[src/rtl/cache_mem_arbiter_if.sv]
// Signal bundle between the arbiter, the two caches and physical memory.
// The arbiter takes the master view; the surrounding caches/memory take the slave view.
interface cache_mem_arbiter_if #(
  parameter int LINE_WIDTH = 256,
  parameter int ADDR_WIDTH = 32
);
  logic                  icache_pmem_read;
  logic [ADDR_WIDTH-1:0] icache_pmem_address;
  logic [LINE_WIDTH-1:0] icache_pmem_rdata;
  logic                  icache_pmem_resp;

  logic                  dcache_pmem_read;
  logic                  dcache_pmem_write;
  logic [ADDR_WIDTH-1:0] dcache_pmem_address;
  logic [LINE_WIDTH-1:0] dcache_pmem_wdata;
  logic [LINE_WIDTH-1:0] dcache_pmem_rdata;
  logic                  dcache_pmem_resp;

  logic                  pmem_read;
  logic                  pmem_write;
  logic [ADDR_WIDTH-1:0] pmem_address;
  logic [LINE_WIDTH-1:0] pmem_wdata;
  logic [LINE_WIDTH-1:0] pmem_rdata;
  logic                  pmem_resp;

  modport master (
    input  icache_pmem_read, icache_pmem_address,
    output icache_pmem_rdata, icache_pmem_resp,
    input  dcache_pmem_read, dcache_pmem_write, dcache_pmem_address, dcache_pmem_wdata,
    output dcache_pmem_rdata, dcache_pmem_resp,
    output pmem_read, pmem_write, pmem_address, pmem_wdata,
    input  pmem_rdata, pmem_resp
  );

  modport slave (
    output icache_pmem_read, icache_pmem_address,
    input  icache_pmem_rdata, icache_pmem_resp,
    output dcache_pmem_read, dcache_pmem_write, dcache_pmem_address, dcache_pmem_wdata,
    input  dcache_pmem_rdata, dcache_pmem_resp,
    input  pmem_read, pmem_write, pmem_address, pmem_wdata,
    output pmem_rdata, pmem_resp
  );
endinterface

[src/rtl/cache_mem_arbiter.sv]
// Round-robin arbiter merging icache and dcache line traffic onto one pmem port.
// The granted request is latched so pmem sees a stable transaction until pmem_resp.
module cache_mem_arbiter #(
  parameter int LINE_WIDTH = 256,
  parameter int ADDR_WIDTH = 32
) (
  input  logic clk,
  input  logic rst,
  cache_mem_arbiter_if.master bus
);

  typedef enum logic [1:0] {
    IDLE    = 2'd0,
    SERVE_I = 2'd1,
    SERVE_D = 2'd2
  } state_e;

  state_e                state_q, state_d;
  logic                  last_d_q, last_d_d;
  logic [ADDR_WIDTH-1:0] addr_q, addr_d;
  logic [LINE_WIDTH-1:0] wdata_q, wdata_d;
  logic                  read_q, read_d;
  logic                  write_q, write_d;

  logic i_req_s, d_req_s, grant_d_s;
  logic i_resp_s, d_resp_s;

  // Next-state and arbitration decision
  always_comb begin
    i_req_s   = bus.icache_pmem_read;
    d_req_s   = bus.dcache_pmem_read | bus.dcache_pmem_write;
    // dcache wins only if it is alone or icache was not the previous loser
    grant_d_s = d_req_s & (~i_req_s | ~last_d_q);

    state_d  = state_q;
    last_d_d = last_d_q;
    addr_d   = addr_q;
    wdata_d  = wdata_q;
    read_d   = read_q;
    write_d  = write_q;

    case (state_q)
      IDLE: begin
        if (i_req_s | d_req_s) begin
          state_d  = grant_d_s ? SERVE_D : SERVE_I;
          last_d_d = grant_d_s;
          addr_d   = grant_d_s ? bus.dcache_pmem_address : bus.icache_pmem_address;
          wdata_d  = grant_d_s ? bus.dcache_pmem_wdata : {LINE_WIDTH{1'b0}};
          write_d  = grant_d_s & bus.dcache_pmem_write;
          read_d   = ~(grant_d_s & bus.dcache_pmem_write);
        end else begin
          state_d = IDLE;
        end
      end
      SERVE_I, SERVE_D: begin
        // Clearing the latch on completion keeps pmem outputs at zero in IDLE
        if (bus.pmem_resp) begin
          state_d = IDLE;
          addr_d  = {ADDR_WIDTH{1'b0}};
          wdata_d = {LINE_WIDTH{1'b0}};
          read_d  = 1'b0;
          write_d = 1'b0;
        end else begin
          state_d = state_q;
        end
      end
      default: begin
        state_d = IDLE;
        addr_d  = {ADDR_WIDTH{1'b0}};
        wdata_d = {LINE_WIDTH{1'b0}};
        read_d  = 1'b0;
        write_d = 1'b0;
      end
    endcase
  end

  // State and latched-transaction registers
  always_ff @(posedge clk) begin
    if (rst) begin
      state_q  <= IDLE;
      last_d_q <= 1'b1;
      addr_q   <= {ADDR_WIDTH{1'b0}};
      wdata_q  <= {LINE_WIDTH{1'b0}};
      read_q   <= 1'b0;
      write_q  <= 1'b0;
    end else begin
      state_q  <= state_d;
      last_d_q <= last_d_d;
      addr_q   <= addr_d;
      wdata_q  <= wdata_d;
      read_q   <= read_d;
      write_q  <= write_d;
    end
  end

  assign bus.pmem_read    = read_q;
  assign bus.pmem_write   = write_q;
  assign bus.pmem_address = addr_q;
  assign bus.pmem_wdata   = wdata_q;

  assign i_resp_s = ~rst & (state_q == SERVE_I) & bus.pmem_resp;
  assign d_resp_s = ~rst & (state_q == SERVE_D) & bus.pmem_resp;

  assign bus.icache_pmem_resp  = i_resp_s;
  assign bus.icache_pmem_rdata = i_resp_s ? bus.pmem_rdata : {LINE_WIDTH{1'b0}};
  assign bus.dcache_pmem_resp  = d_resp_s;
  assign bus.dcache_pmem_rdata = d_resp_s ? bus.pmem_rdata : {LINE_WIDTH{1'b0}};

endmodule

[src/flat_wrapper.sv]
// flat-port wrapper written by rule: the top's interface ports become plain ports
module cache_mem_arbiter_flat 
#(
  parameter int LINE_WIDTH = 256,
  parameter int ADDR_WIDTH = 32
)
  (clk, rst, bus_icache_pmem_read, bus_icache_pmem_address, bus_icache_pmem_rdata, bus_icache_pmem_resp, bus_dcache_pmem_read, bus_dcache_pmem_write, bus_dcache_pmem_address, bus_dcache_pmem_wdata, bus_dcache_pmem_rdata, bus_dcache_pmem_resp, bus_pmem_read, bus_pmem_write, bus_pmem_address, bus_pmem_wdata, bus_pmem_rdata, bus_pmem_resp);
  cache_mem_arbiter_if #(.LINE_WIDTH(LINE_WIDTH), .ADDR_WIDTH(ADDR_WIDTH)) bus_i ();
  input  logic clk;
  input  logic rst;
  input wire logic [$bits(bus_i.icache_pmem_read)-1:0] bus_icache_pmem_read;
  input wire logic [$bits(bus_i.icache_pmem_address)-1:0] bus_icache_pmem_address;
  output wire logic [$bits(bus_i.icache_pmem_rdata)-1:0] bus_icache_pmem_rdata;
  output wire logic [$bits(bus_i.icache_pmem_resp)-1:0] bus_icache_pmem_resp;
  input wire logic [$bits(bus_i.dcache_pmem_read)-1:0] bus_dcache_pmem_read;
  input wire logic [$bits(bus_i.dcache_pmem_write)-1:0] bus_dcache_pmem_write;
  input wire logic [$bits(bus_i.dcache_pmem_address)-1:0] bus_dcache_pmem_address;
  input wire logic [$bits(bus_i.dcache_pmem_wdata)-1:0] bus_dcache_pmem_wdata;
  output wire logic [$bits(bus_i.dcache_pmem_rdata)-1:0] bus_dcache_pmem_rdata;
  output wire logic [$bits(bus_i.dcache_pmem_resp)-1:0] bus_dcache_pmem_resp;
  output wire logic [$bits(bus_i.pmem_read)-1:0] bus_pmem_read;
  output wire logic [$bits(bus_i.pmem_write)-1:0] bus_pmem_write;
  output wire logic [$bits(bus_i.pmem_address)-1:0] bus_pmem_address;
  output wire logic [$bits(bus_i.pmem_wdata)-1:0] bus_pmem_wdata;
  input wire logic [$bits(bus_i.pmem_rdata)-1:0] bus_pmem_rdata;
  input wire logic [$bits(bus_i.pmem_resp)-1:0] bus_pmem_resp;
  assign bus_i.icache_pmem_read = bus_icache_pmem_read;
  assign bus_i.icache_pmem_address = bus_icache_pmem_address;
  assign bus_icache_pmem_rdata = bus_i.icache_pmem_rdata;
  assign bus_icache_pmem_resp = bus_i.icache_pmem_resp;
  assign bus_i.dcache_pmem_read = bus_dcache_pmem_read;
  assign bus_i.dcache_pmem_write = bus_dcache_pmem_write;
  assign bus_i.dcache_pmem_address = bus_dcache_pmem_address;
  assign bus_i.dcache_pmem_wdata = bus_dcache_pmem_wdata;
  assign bus_dcache_pmem_rdata = bus_i.dcache_pmem_rdata;
  assign bus_dcache_pmem_resp = bus_i.dcache_pmem_resp;
  assign bus_pmem_read = bus_i.pmem_read;
  assign bus_pmem_write = bus_i.pmem_write;
  assign bus_pmem_address = bus_i.pmem_address;
  assign bus_pmem_wdata = bus_i.pmem_wdata;
  assign bus_i.pmem_rdata = bus_pmem_rdata;
  assign bus_i.pmem_resp = bus_pmem_resp;
  cache_mem_arbiter #(.LINE_WIDTH(LINE_WIDTH), .ADDR_WIDTH(ADDR_WIDTH)) u_core (.clk(clk), .rst(rst), .bus(bus_i));
endmodule
[config.mk]
export PLATFORM = sky130hd
export DESIGN_NAME = cache_mem_arbiter_flat
export DESIGN_NICKNAME = d
export VERILOG_FILES = /design/src/rtl/cache_mem_arbiter_if.sv /design/src/rtl/cache_mem_arbiter.sv /design/src/flat_wrapper.sv
export SDC_FILE = /design/constraint.sdc
export NUM_CORES = 1
export LEC_CHECK = 0
export CORE_AREA = 2 2 539 541
export CTS_CLUSTER_DIAMETER = 100
export DETAILED_ROUTE_END_ITERATION = 12
export DIE_AREA = 0 0 541 543
export SLEW_MARGIN = 15
export SYNTH_ARGS = -nofsm -noshare
export SYNTH_HDL_FRONTEND = slang
export SYNTH_SLANG_ARGS = --single-unit
[constraint.sdc]
create_clock -name clk -period 2.05 [get_ports clk]
set_input_delay 0.41 -clock clk [delete_from_list [all_inputs] [get_ports clk]]
set_output_delay 0.41 -clock clk [all_outputs]
set_load 0.03 [all_outputs]
======== Yosys cells after proc, flatten, opt, wreduce, memory -nomap -nowiden ========
Index checks and enable logic that the tools add are counted.
operators by class
  $add $sub $neg .......................... 0
  multiply operators ...................... 0
  divide/modulo/power cells ............... 0
  magnitude comparators ................... 0
  equality and inequality tests ........... 4
  shifts and indexed selects .............. 0
  mux-type cells .......................... 19
  bitwise gates (word level) .............. 13
  reductions and logical operators ........ 4
operators by type and width
  cell                number
  $mux 256            5
  $pmux 256 s2        1
  $mux 32             3
  $pmux 32 s2         1
  $and 1x1->1         6
  $mux 2              3
  $not 1->1           4
  $pmux 1 s2          2
  $pmux 2 s2          1
  $reduce_and 2->1    2
  $mux 1              3
  $or 1x1->1          3
  $eq 2x1->1 const B  1
  $eq 2x2->1 const B  1
  $logic_not 2->1     1
  $ne 2x1->1 const B  1
  $ne 2x2->1 const B  1
  $reduce_or 2->1     1
word-level totals
  register bits ........................... 293
  bits in latches ......................... 0
  bits in writable memories ............... 0
  bits in read-only memories .............. 0
  bits of input ports ..................... 582
  output and inout bits ................... 804
  word-level logic and storage cells ...... 46
  memories kept ........................... 0

======== Longest topological paths before layout ========
  depth in word-level cells ............... 7
  mapped depth ............................ 8
  gate-level depth less buffers ........... 5

======== Least setup slack after synthesis ========
OpenSTA, ideal clock, no wires.
  path type ............................... register to output
  from .................................... register u_core.state_q[0]
  to ...................................... output port bus_dcache_pmem_rdata[246]
  arrival time ............................ 1.587 ns
  data required time ...................... 1.640 ns
  setup slack ............................. 0.053 ns
  stages on the path, launching flop included .. 7
  path buffers ............................ 2
  path through ............................ dfxtp_1 inv_1 ha_1 and3b_1 clkbuf_1 clkbuf_1 and2_1
on the way
  word-level cells in the longest chain between the ends .. 4
ends and longest elaborated chain
  element                         RTL line                  RTL
  from (decl)                     cache_mem_arbiter.sv:18   state_e state_q, state_d;
  from (signal assigned)          cache_mem_arbiter.sv:87   state_q <= state_d;
  $eq 2x2->1                      cache_mem_arbiter.sv:102  assign d_resp_s = ~rst & (state_q == SERVE_D) & bus.pmem_resp;
  $and 1x1->1 (2 in series)       cache_mem_arbiter.sv:102
  named net bus_dcache_pmem_resp  flat_wrapper.sv:20        output wire logic [$bits(bus_i.dcache_pmem_resp)-1:0] bus_dcache_pmem_resp;
  $mux 256                        cache_mem_arbiter.sv:107  assign bus.dcache_pmem_rdata = d_resp_s ? bus.pmem_rdata : {LINE_WIDTH{1'b0}};
  to (decl)                       flat_wrapper.sv:19        output wire logic [$bits(bus_i.dcache_pmem_rdata)-1:0] bus_dcache_pmem_rdata;
The timed path passes the listed nets, and every way through them passes these cells.

======== Final worst setup path ========
  from .................................... register u_core.state_q[1]
  to ...................................... output port bus_icache_pmem_rdata[32]
on the way
  word-level cells in the longest chain between the ends .. 4
ends and longest elaborated chain
  element                    RTL line                  RTL
  $eq 2x1->1                 cache_mem_arbiter.sv:101  assign i_resp_s = ~rst & (state_q == SERVE_I) & bus.pmem_resp;
  $and 1x1->1 (2 in series)  cache_mem_arbiter.sv:101
  $mux 256                   cache_mem_arbiter.sv:105  assign bus.icache_pmem_rdata = i_resp_s ? bus.pmem_rdata : {LINE_WIDTH{1'b0}};
  to (decl)                  flat_wrapper.sv:13        output wire logic [$bits(bus_i.icache_pmem_rdata)-1:0] bus_icache_pmem_rdata;
No other way between the ends.

==> results.md <==
- Peak VDD IR: 0.000539 V
- Synth area leader: dfxtp_1
- WL final: 232000 um
- Critical path required time: 1.64 ns
- Per-cell routed wire length: 32.2 um
- FF-to-FF Start: u_core.state_q[0]
- Die Width: 541 um
- Cell variety after synth: 29
- Synth Warn #: 0
- Crit-path most repeated cell: buf_12
- Final Power: 0.0233 W
- Initial antenna violation count: 194
- Share of layout cells above drive strength 1: 44.3%
- Clock Skew: 0.0329 ns
- Die ar.: 294000 um2
- Gate power share: 41.8%
- Hold Path Class: input pin to register
- TNS Setup: -366.17 ns
- Worst setup EP type: output pin
- Longest Clk Path Bufs: 3
- Top cells by area, synth: dfxtp_1 (33%), o32ai_2 (21%), and2_1 (18%)
- Finished Layout Cells: 7202
- Synthesized instance count: 1886
- Clock-pin slew on the worst setup and hold paths: 0.06 ns
- Via count: 20.9k
- Arr. time, crit path: 2.45 ns
- Crit start category: register
- Row count: 197
- Hold Buf Count CTS: 0
- Worst R2R End: u_core.bus.pmem_wdata[224]
- IO Port Bufs: 1385
- Number of global-route vias before repair: 21.3k
- CTS tree: yes
- Crit path max fanout: 9
- Htree depth: 2
- CTS sink cnt: 293
- Largest net degree at the start of global routing: 86
- MaxCap Viol Count: 0
- Mapped Nets: 2471
- R2r worst-path depth: 8
- Crit path max-delay cell type: dfxtp_4
- Placed instance count: 7026
- Post-layout min period: 2.86 ns
- Failing checks: negative setup slack
- First-pass GRT wire length: 277000 um
- Status: complete, but fails checks
- Fin. Hold Viols: 0
- Root Driver: clkbuf_16
- DRC viols: 0
- Layout fillers: 32.3k
- CORE AREA: 287000 um2
- Pre-antenna DRT Iters: 5
- Max_slew headroom: 59.8%
- IO Pins: 1386
- DIE HEIGHT: 543 um
- Pleak: 16.3 nW
- Switching portion of total power: 38.8%
- End of the critical path: bus_icache_pmem_rdata[32]
- RSZ-0062 raised after global routing: yes
- P_int: 0.0142 W
- Via density: 2.90
- Slew Viols, Final: 0
- Final setup fails: 589
- Pwr/cell area: 552 nW/um2
- Area Overhead vs Synth: 140%
- Clk pwr share: 30.0%
- Routed Antenna Nets: 0
- Gr usage total: 15.1%
- Critical path class: register to output pin
- Share of the synthesized area in the top cell type: 33.5%
- Reg-to-reg slack, setup: -0.04 ns
- Mapped Avg Cell Area: 9.29 um2
- Worst-Skew Late Latency: 0.61 ns
- Sequential share of power: 28.2%
- Hold_ws: 0.385 ns
- Worst setup margin: -0.811 ns
- GR Overflow Total: 0
- GP Congestion: 0.979
- Sequential area share after synthesis: 33.5%
- Post-DP HPWL: 204000 um
- Crit path cell chain: inv_2 -> ha_4 -> buf_12 -> and3b_4 -> buf_12 -> buf_16 -> buf_12 -> clkbuf_16 -> and2_1 -> buf_6
- Netlist Area Pre-Place: 17500 um2
- Total net switching power: 0.00902 W
- Synth Register Bits: 293
- Critical Path Max Stage Delay: 0.36 ns
- Final net count: 3922
- DRC violation total after the first TritonRoute iteration: 1133
- Max Clock Freq: 350 MHz
- Starting Density: 6.10%
- CP startpoint: u_core.state_q[1]
- Slew @ Worst Pin: 0.601 ns
- Inserted Clock Buffers: 38
- Fin crit share: 140%
-- synth_stat cells --
master / count
and2_1: 512
dfxtp_1: 293
inv_1: 290
nand2b_1: 257
o32ai_2: 230
clkbuf_1: 96
o32ai_1: 58
buf_2: 43
mux2i_1: 32
buf_6: 26
buf_1: 19
a21oi_1: 5
ha_1: 3
nand2_1: 3
nand4_1: 3
and3b_1: 2
o21ai_0: 2
a21bo_2: 1
and3_1: 1
buf_4: 1
nand4_4: 1
nand4b_1: 1
nor2_4: 1
nor2b_1: 1
nor4b_4: 1
o21bai_1: 1
o2bb2ai_2: 1
or2_2: 1
or3_1: 1
-- sequential cells by signal, indices dropped and copies added, names as in the netlist --
| register | count |
|---|---|
| u_core.last_d_q | 1 |
| u_core.bus.pmem_address | 32 |
| u_core.bus.pmem_write | 1 |
| u_core.bus.pmem_wdata | 256 |
| u_core.bus.pmem_read | 1 |
| u_core.state_q | 2 |
-- worst max-delay path: cells and delay by family (launching register included) --
kind	cells	cell delay (ns)
flops	1	0.36
fa+ha+maj	1	0.16
simple gates	2	0.34
buf+inv	7	0.93
-- area by class of cell --
type / count / area (um2) / share of cell area, %
multi-input combinational: 1118 / 10300 / 24.4
tap: 3781 / 4730 / 11.2
clock inverter: 16 / 155 / 0.368
inverter: 290 / 1090 / 2.59
sequential: 293 / 5870 / 13.9
timing repair buffer: 1596 / 18700 / 44.5
clock buffer: 50 / 1100 / 2.61
antenna: 58 / 145 / 0.345
-- timing repair --
action,CTS,global route
cloned,29,2
setup buffers,16,8
pin swaps,24,10
resized for setup,293,170
endpoints found under the setup margin,837,841
-- metrics by stage --
| stage | util [%] | instance area, um2 | setup WS (ns) |
|---|---|---|---|
| after global routing | 14.6 | 42100 | -0.910 |
| after global placement | 13.3 | 38300 | -0.894 |
| after floorplan | - | 17500 | 0.0530 |
| after detailed placement | 13.3 | 38300 | -0.911 |
| after CTS | 14.4 | 41400 | -0.928 |
| final | 14.7 | 42100 | -0.811 |
-- worst min-delay path by stage --
stage,depth (start not counted),startpoint,to
detailed placement,2,u_core.bus.pmem_address[28],u_core.bus.pmem_address[28]
floorplan,2,u_core.state_q[1],u_core.state_q[1]
global route,3,bus_dcache_pmem_wdata[183],u_core.bus.pmem_wdata[183]
global placement,2,u_core.bus.pmem_address[23],u_core.bus.pmem_address[23]
CTS,3,bus_dcache_pmem_wdata[221],u_core.bus.pmem_wdata[221]
finish,3,bus_dcache_pmem_wdata[221],u_core.bus.pmem_wdata[221]
-- per-layer routing --
layer	track usage [%]	share of wire, %
met1	15.6	35
met2	24.5	45
met3	9.68	15
met4	5.52	4.4
met5	0	0.058
-- logic make-up (layout without fill, tap and decap cells) --
family | Yosys count | in the layout | share of synthesized area (%)
simple gates | 785 | 785 | 28.2
buf+inv | 475 | 1952 | 11.6
compound gates | 298 | 298 | 24.6
flops | 293 | 293 | 33.5
mux | 32 | 32 | 1.83
fa+ha+maj | 3 | 3 | 0.214
other cells | 0 | 58 | 0
-- power by group through the flow --
stage                     combinational (W)  sequential, W  clock (W)
after floorplan                     0.00304        0.00757          0
after global placement              0.00941        0.00664          0
after detailed placement            0.00945        0.00665          0
after CTS                           0.00985        0.00655    0.00729
after global routing                 0.0103        0.00661    0.00744
final                               0.00973        0.00655    0.00698
-- layout by cell type (no fill, tap or decap), drive strengths merged, types with 3 or more instances in the layout --
master	n
clkdlybuf4s50	654
inv	294
and2	512
clkinv	9
diode	58
ha	3
dfxtp	293
nand2b	257
bufbuf	5
clkbuf	52
o32ai	288
buf	935
nand4	4
mux2i	32
nand2	3
a21oi	5
Power figures use the tool's default switching activity.
==> RTL change (same settings) <==
Encoding of `state_e`: now one-hot (3 bits for 3 states).
--- a/src/rtl/cache_mem_arbiter.sv
+++ b/src/rtl/cache_mem_arbiter.sv
@@ -9,10 +9,10 @@
   cache_mem_arbiter_if.master bus
 );
 
-  typedef enum logic [1:0] {
-    IDLE    = 2'd0,
-    SERVE_I = 2'd1,
-    SERVE_D = 2'd2
+  typedef enum logic [2:0] {
+    IDLE    = 3'b001,
+    SERVE_I = 3'b010,
+    SERVE_D = 3'b100
   } state_e;
 
   state_e                state_q, state_d;
Behaviour: same outputs for any inputs over 4 cycles, from zero or initial values and one cycle with rst high; so few cycles prove little.
==> RTL change against the original RTL <==
Critical endpoint is now bus_dcache_pmem_rdata[25]; utilization decreased by 1.6 points; sequential cell count increased by 1; power down 14%; the flow still finishes with violations (negative setup slack); worst setup slack better by 0.20 ns; count of clock-buffer cells in the layout shrank 1; largest power group is now the clock network; area after synthesis down 23%; synthesized cell count decreased by 30%; routed wire length fell by 5.1%; cell area decreased by 11%.
==> RTL change: results (changes against the original RTL) <==
status:
  outcome: "finished with violations"
  failed_checks: "negative setup slack"
sta:
  setup_violations: 813  # +38%
  layout_setup_ws_ns: -0.606  # +0.205 ns
  finClkSkew_ns: 0.0295  # -0.00339 ns
  whs_ns: 0.380  # -0.00551 ns
worst_setup_path:
  cp_slowest_cell: "dfxtp_2"
  cp_slowest_stage_delay_ns: 0.33  # -0.03 ns
  r2r_end: "u_core.bus.pmem_wdata[198]"
global_route:
  use_met3_pct: 9.82  # +0.13 points
  grtUsageMet1_pct: 13.6  # -2.1 points
power:
  power.density_nw_per_um2: 530  # -4.1%
  seq-power_uw: 6490  # -0.9%
  pg_comb_uw: 6380  # -34%
cells_and_area:
  drive_gt1_share_pct: 41.4  # -2.9 points
  antenna_cells: 54  # -6.9%
  multi_input_gates: 863  # -23%
  multi_input_area_sq_um: 7180  # -30%
  buffers_excl_clock: 1526  # -4.4%
  clock_buffer_count: 49  # -2.0%
  layout.nonclk_buf_share_pct: 48.9  # +4.4 points
  nNetsFinal: 3307  # -16%
routing:
  met1_length_um: 73300  # -10%
  drtIter0Drc: 1057  # -6.7%
min_path:
  min-delay-start: "bus_dcache_pmem_wdata[98]"
  hold-path-endpoint: "u_core.bus.pmem_wdata[98]"
  holdPathStages: 2  # -1
logic_synthesis:
  synth_cell_types: 32  # +10%
  ys_ff_latch: 294  # +0.34%
  synth_common_cells: "and2_1, dfxtp_1, a32o_1, clkbuf_1, buf_2"
placement:
  gp_congestion: 1.02  # +4.2%
[RTL change: changes by cell type after synthesis, moves of 4 or more]
cell      delta
inv_1      -287
mux2_2      +32
a32o_1     +289
buf_1       -19
o32ai_2    -230
buf_2        -8
o32ai_1     -57
nand2b_1   -256
a21oi_1      -4
mux2i_1     -32
[RTL change: how the worst max path moves through the flow]
stage,startpoint,endpoint,slack [ns],cells past startpoint
2_1_floorplan,rst,bus_icache_pmem_rdata[216],0.003,6
3_3_place_gp,rst,bus_icache_pmem_rdata[177],-0.63,8
4_1_cts,u_core.state_q[1],bus_dcache_pmem_rdata[8],-0.64,9
3_5_place_dp,bus_pmem_resp,bus_dcache_pmem_rdata[146],-0.66,6
5_1_grt,u_core.state_q[2],bus_icache_pmem_rdata[19],-0.70,8
6_report,u_core.state_q[1],bus_dcache_pmem_rdata[25],-0.61,8
[RTL change: cells by family (layout without fill, tap and decap cells)]
group,after synthesis,in the layout,synth area share (%)
buffers and inverters,159,1596,6.18
multiplexers,32,32,2.69
AND/OR/NAND/NOR,532,532,25.0
AO/OA/AOI/OAI,299,299,22.2
other,0,54,0
flip-flops,294,294,43.9
[RTL change: per-stage QoR]
step | TNS [ns] | instances
after detailed placement | -402.17 | 6419
after CTS | -319.94 | 6516
final | -288.00 | 6588
after floorplan | 0 | 1316
after global placement | -356.76 | 6419
after global routing | -361.58 | 6556
[RTL change: what timing repair did]
item                       in CTS  in global routing
setup endpoints to repair     660                889
buffers inserted               14                  4
gates cloned                   16                 15
gates resized for setup       206                142
pin swaps                      30                  6
[RTL change: worst max-delay path: cells and delay by family, from the launching register on]
family                 cells  cell delay [ns]
flip-flops                 1             0.33
buffers and inverters      5             0.73
AND/OR/NAND/NOR            3             0.56
